<file path="src/rtl/wb_read_block.sv">
// Wishbone B4 block-read master: pipelined or classic, with automatic address stepping.
// Define WB_READ_BLOCK_RETRY_EN to restart on rty_i; otherwise rty_i aborts like err_i.
module wb_read_block #(
    parameter int WIDTH   = 32,
    parameter int ABITS   = 16,
    parameter int CBITS   = 4,
    parameter int PIPED   = 1,
    parameter int RETRIES = 3
) (
    input  logic             clk_i,
    input  logic             rst_ni,
    output logic             cyc_o,
    output logic             stb_o,
    output logic             we_o,
    output logic [ABITS-1:0] adr_o,
    input  logic             ack_i,
    input  logic             wat_i,
    input  logic             rty_i,
    input  logic             err_i,
    input  logic [WIDTH-1:0] dat_i,
    input  logic             read_i,
    input  logic [ABITS-1:0] addr_i,
    input  logic [CBITS-1:0] len_i,
    output logic             busy_o,
    output logic             valid_o,
    output logic [WIDTH-1:0] data_o,
    output logic             last_o,
    output logic             done_o,
    output logic             fail_o
);

    localparam logic [ABITS-1:0] AONE = ABITS'(1);
    localparam logic [CBITS:0]   CONE = (CBITS + 1)'(1);

    if (RETRIES < 0) begin : g_bad_retries
        $error("wb_read_block: RETRIES must be non-negative");
    end

`ifdef WB_READ_BLOCK_RETRY_EN
    localparam int RW = (RETRIES < 1) ? 1 : $clog2(RETRIES + 1);
    typedef enum logic [1:0] {IDLE, BUS, RTRY, END} state_t;
    logic [RW-1:0]    rcnt_q, rcnt_d;
    logic [ABITS-1:0] base_q, base_d;
`else
    typedef enum logic [1:0] {IDLE, BUS, END} state_t;
`endif

    state_t           state_q, state_d;
    logic [CBITS-1:0] len_q, len_d;
    logic [CBITS:0]   issued_q, issued_d;
    logic [CBITS:0]   acked_q, acked_d;
    logic [CBITS:0]   issued_inc, acked_inc, total;
    logic [ABITS-1:0] adr_q, adr_d;
    logic [WIDTH-1:0] data_q, data_d;
    logic             cyc_q, cyc_d;
    logic             stb_q, stb_d;
    logic             busy_q, busy_d;
    logic             valid_q, valid_d;
    logic             last_q, last_d;
    logic             done_q, done_d;
    logic             fail_q, fail_d;
    logic             abort;

    assign total      = {1'b0, len_q} + CONE;
    assign issued_inc = issued_q + CONE;
    assign acked_inc  = acked_q + CONE;

    // Once the retry budget is spent, a further rty_i is just another error.
`ifdef WB_READ_BLOCK_RETRY_EN
    assign abort = err_i | (rty_i & (rcnt_q == RW'(RETRIES)));
`else
    assign abort = err_i | rty_i;
`endif

    always_comb begin
        state_d  = state_q;
        len_d    = len_q;
        issued_d = issued_q;
        acked_d  = acked_q;
        adr_d    = adr_q;
        data_d   = data_q;
        cyc_d    = cyc_q;
        stb_d    = stb_q;
        valid_d  = 1'b0;
        last_d   = 1'b0;
        done_d   = 1'b0;
        fail_d   = 1'b0;
`ifdef WB_READ_BLOCK_RETRY_EN
        rcnt_d   = rcnt_q;
        base_d   = base_q;
`endif
        case (state_q)
            IDLE, END: begin
                if (read_i) begin
                    state_d  = BUS;
                    len_d    = len_i;
                    issued_d = '0;
                    acked_d  = '0;
                    adr_d    = addr_i;
                    cyc_d    = 1'b1;
                    stb_d    = 1'b1;
`ifdef WB_READ_BLOCK_RETRY_EN
                    rcnt_d   = '0;
                    base_d   = addr_i;
`endif
                end else begin
                    state_d = IDLE;
                end
            end
            BUS: begin
                if (abort) begin
                    state_d = END;
                    cyc_d   = 1'b0;
                    stb_d   = 1'b0;
                    fail_d  = 1'b1;
                end
`ifdef WB_READ_BLOCK_RETRY_EN
                else if (rty_i) begin
                    state_d = RTRY;
                    cyc_d   = 1'b0;
                    stb_d   = 1'b0;
                    rcnt_d  = rcnt_q + RW'(1);
                end
`endif
                else begin
                    // Pipelined mode advances on each accepted request, classic mode on each ack.
                    if (PIPED != 0) begin
                        if (stb_q && !wat_i) begin
                            issued_d = issued_inc;
                            adr_d    = adr_q + AONE;
                            stb_d    = (issued_inc != total);
                        end
                    end else if (ack_i) begin
                        adr_d = adr_q + AONE;
                    end
                    if (ack_i) begin
                        acked_d = acked_inc;
                        data_d  = dat_i;
                        valid_d = 1'b1;
                        if (acked_inc == total) begin
                            state_d = END;
                            cyc_d   = 1'b0;
                            stb_d   = 1'b0;
                            last_d  = 1'b1;
                            done_d  = 1'b1;
                        end
                    end
                end
            end
`ifdef WB_READ_BLOCK_RETRY_EN
            RTRY: begin
                state_d  = BUS;
                cyc_d    = 1'b1;
                stb_d    = 1'b1;
                adr_d    = base_q + ABITS'(acked_q);
                issued_d = acked_q;
            end
`endif
            default: begin
                state_d = IDLE;
            end
        endcase
`ifdef WB_READ_BLOCK_RETRY_EN
        busy_d = (state_d == BUS) || (state_d == RTRY);
`else
        busy_d = (state_d == BUS);
`endif
    end

    always_ff @(posedge clk_i or negedge rst_ni) begin
        if (!rst_ni) begin
            state_q  <= IDLE;
            len_q    <= '0;
            issued_q <= '0;
            acked_q  <= '0;
            adr_q    <= '0;
            data_q   <= '0;
            cyc_q    <= 1'b0;
            stb_q    <= 1'b0;
            busy_q   <= 1'b0;
            valid_q  <= 1'b0;
            last_q   <= 1'b0;
            done_q   <= 1'b0;
            fail_q   <= 1'b0;
`ifdef WB_READ_BLOCK_RETRY_EN
            rcnt_q   <= '0;
            base_q   <= '0;
`endif
        end else begin
            state_q  <= state_d;
            len_q    <= len_d;
            issued_q <= issued_d;
            acked_q  <= acked_d;
            adr_q    <= adr_d;
            data_q   <= data_d;
            cyc_q    <= cyc_d;
            stb_q    <= stb_d;
            busy_q   <= busy_d;
            valid_q  <= valid_d;
            last_q   <= last_d;
            done_q   <= done_d;
            fail_q   <= fail_d;
`ifdef WB_READ_BLOCK_RETRY_EN
            rcnt_q   <= rcnt_d;
            base_q   <= base_d;
`endif
        end
    end

    assign cyc_o   = cyc_q;
    assign stb_o   = stb_q;
    assign we_o    = 1'b0;
    assign adr_o   = adr_q;
    assign busy_o  = busy_q;
    assign valid_o = valid_q;
    assign data_o  = data_q;
    assign last_o  = last_q;
    assign done_o  = done_q;
    assign fail_o  = fail_q;

endmodule

</file>
<file path="config.mk">
export PLATFORM = sky130hd
export DESIGN_NAME = wb_read_block
export DESIGN_NICKNAME = d
export VERILOG_FILES = /design/src/rtl/wb_read_block.sv
export SDC_FILE = /design/constraint.sdc
export NUM_CORES = 1
export LEC_CHECK = 0
export ABC_AREA = 1
export BUFFER_PORTS_ARGS = -buffer_cell sky130_fd_sc_hd__buf_2
export CELL_PAD_IN_SITES_DETAIL_PLACEMENT = 2
export CELL_PAD_IN_SITES_GLOBAL_PLACEMENT = 2
export CORE_UTILIZATION = 30
export CTS_CLUSTER_DIAMETER = 150
export DETAILED_ROUTE_END_ITERATION = 16
export PLACE_DENSITY = 0.91
export SYNTH_ARGS = -nofsm -noshare
export SYNTH_HDL_FRONTEND = slang
export SYNTH_SLANG_ARGS = --single-unit
</file>
<file path="constraint.sdc">
create_clock -name clk_i -period 2.25 [get_ports clk_i]
set_input_delay 0.225 -clock clk_i [delete_from_list [all_inputs] [get_ports clk_i]]
set_output_delay 0.225 -clock clk_i [all_outputs]
set_load 0.05 [all_outputs]
</file>
==> metrics <==
area of the die 12,100 sq um; top post-synthesis cells by area dfrtp_1 50%, nand2_1 20%, o21ai_0 4.3%, inv_1 4.2%, nor2_1 3.9%; clk sinks 70; Ys Warns 0; # DRC 0; CP startpoint kind flip-flop; clock-pin slew on the worst setup and hold paths 0.06 ns; Yosys top cell by area dfrtp_1; sum of negative setup slack 0 ns; initial core utilization 30.7%; clock tree buffer depth 2; # placed instances 710; leak pwr 2.45 nW; Clock Skew 0.00467 ns; CP arrival 2.28 ns; Post-Route WL 12,900 um; layout cells sized above 1 25.4%; highest clock rate 490 MHz; synthesized area 3500 sq um; critical setup path kind reg2reg; syn_nets 524; max-cap check violation count 0; Post-CTS Setup Bufs 0; post-detail-place hpwl 9310 um; largest net degree at the start of global routing 71; Critical Path Fanout Max 7; GRT overflow 0; Pwr Density 1540 nW/um^2; Tot GR Track Use 22.1%; RSZ-0062 raised after global routing no; GP Congestion 0.791; Clock Latency Late Sink 0.35 ns; leading cell types in the layout, fill and taps excluded 190 x nand2_1, 113 x buf_2, 70 x dfrtp_1; fin nets 642; CP Data Required Time 2.49 ns; Core ar. 11,400 sq um; Main synth FF type dfrtp_1; Syn Inst Count 461; crit share post-route 90.7%; maximum vdd ir drop 0.592 mV; Vias 3,583; CTS buffer count 9; Max Transition Viols Final 0; Die W 110 um; first-pass GRT wire length 20,100 um; I/O pin count 115; PortBufs 113; run status finished, final reports clean; FFs w/ async S/R, synth 100%; final hold violations 0; share of the synthesized area in the top cell type 50.0%; hold crit path type in2reg; most common cell after layout, fill and taps aside nand2_1; antenna-violating nets left 0; initial antenna violation count 0; Max transition margin 51.1%; Slew @ Worst Pin 0.727 ns; Layout Cells excl Fill 726; drt wl/cell 17.7 um; Setup crit end kind flip-flop; Seq/Total Area, Yosys 50.0%; vias in the first global route 4,015; #FFs+latches synth 70; CTS tree yes; Yosys cell types 32; Synth Area per Inst 7.60 sq um; vias per inst 4.94; Antenna diodes 0; min cycle time layout 2.04 ns; Pre-antenna DRT Iters 4; number of flops mapped to enable cells by yosys 0; setup violators final 0; synth-to-layout area growth 29.6%; number of H-tree levels 3; Detailed Route Iter0 Violations 132; Root Buffer clkbuf_16; std cell rows 39; Die Ht 110 um
==> state kept, by name, indices dropped and copies added (netlist names) <==
name      flops
busy_o        1
data_o       32
stb_o         1
len_q         4
issued_q      5
done_o        1
state_q       2
acked_q       5
cyc_o         1
valid_o       1
adr_o        16
fail_o        1
==> power by group <==
group,total [mW],switching [mW],internal [mW]
logic,3.36,2.61,0.753
clock network,1.47,0.559,0.913
registers,2.14,0.412,1.73
total,6.97,3.58,3.39
==> cell usage after synthesis, types with 2 or more instances <==
library cell  count
a21oi_1          17
a21oi_2           2
a31oi_1           2
buf_2             7
buf_4             2
buf_6             4
dfrtp_1          70
ha_1              4
inv_1            39
nand2_1         190
nand3_1          23
nand4_1           9
nor2_1           36
nor3_1            3
o211ai_1          2
o21ai_0          30
o22ai_1           3
or2_2             4
==> final timing paths <==
kind / cells past startpoint / slack (ns) / startpoint / to
min in group asynchronous: 3 / 0.44 / rst_ni / data_o[30]
worst min-delay path: 3 / 0.07 / dat_i[31] / data_o[31]
max in group asynchronous: 3 / 1.49 / rst_ni / adr_o[6]
worst max-delay path: 12 / 0.21 / len_q[0] / stb_o
worst max register to register: 12 / 0.21 / len_q[0] / stb_o
worst min register to register: 2 / 0.47 / data_o[21] / data_o[21]
==> what timing repair did <==
action | 4_1_cts | 5_1_grt
endpoints found under the setup margin | 0 | 1
gates resized for setup | 0 | 2
hold endpoints to repair | 70 | 0
hold buffers | 1 | 0
==> worst max-delay path, cell delays in order (launching register included) <==
cell and delay, ns:
dfrtp_1 0.48, ha_4 0.34, inv_1 0.09, nand2_1 0.07, nand2_1 0.05, nor2_1 0.10, nand3_1 0.10, nor2_1 0.22
nand3_1 0.12, nand2_1 0.14, nand2_1 0.11, nand2_1 0.07, inv_1 0.04
==> logic make-up after synthesis <==
group,after synthesis,synth area share [%]
AND/OR/NAND/NOR,270,31.5
adder cells (fa/ha/maj),4,1.43
flip-flops,70,50.0
AO/OA/AOI/OAI,60,9.54
buffers and inverters,56,7.39
other,1,0.107
==> metrics by stage <==
step	setup WS (ns)	total power [mW]	cell area, sq um	util, %	hold slack, ns
floorplan	0.436	4.50	3500	-	-0.0706
global placement	0.439	5.32	4210	36.9	0.279
detailed placement	0.196	5.49	4210	36.9	0.289
CTS	0.0989	7.03	4520	39.6	0.0662
global route	0.0282	7.33	4540	39.8	0.0804
finish	0.208	6.97	4540	39.8	0.0743
==> metal layers <==
layer / part of all wire, % / global-route usage (%)
met1: 40 / 24.7
met2: 55 / 40.7
met4: 2.2 / 8.38
met3: 2.9 / 4.94
met5: 0 / 0
==> area by class of cell <==
type | count | area, sq um
repair buffers | 121 | 641
multi-input cells | 335 | 1510
flip-flops and latches | 70 | 1750
well taps | 143 | 179
fillers | 1342 | 6880
clock inverters | 3 | 43.8
inverters | 42 | 160
clock buffers | 12 | 256
No activity file was read; power rests on OpenSTA's default activity.
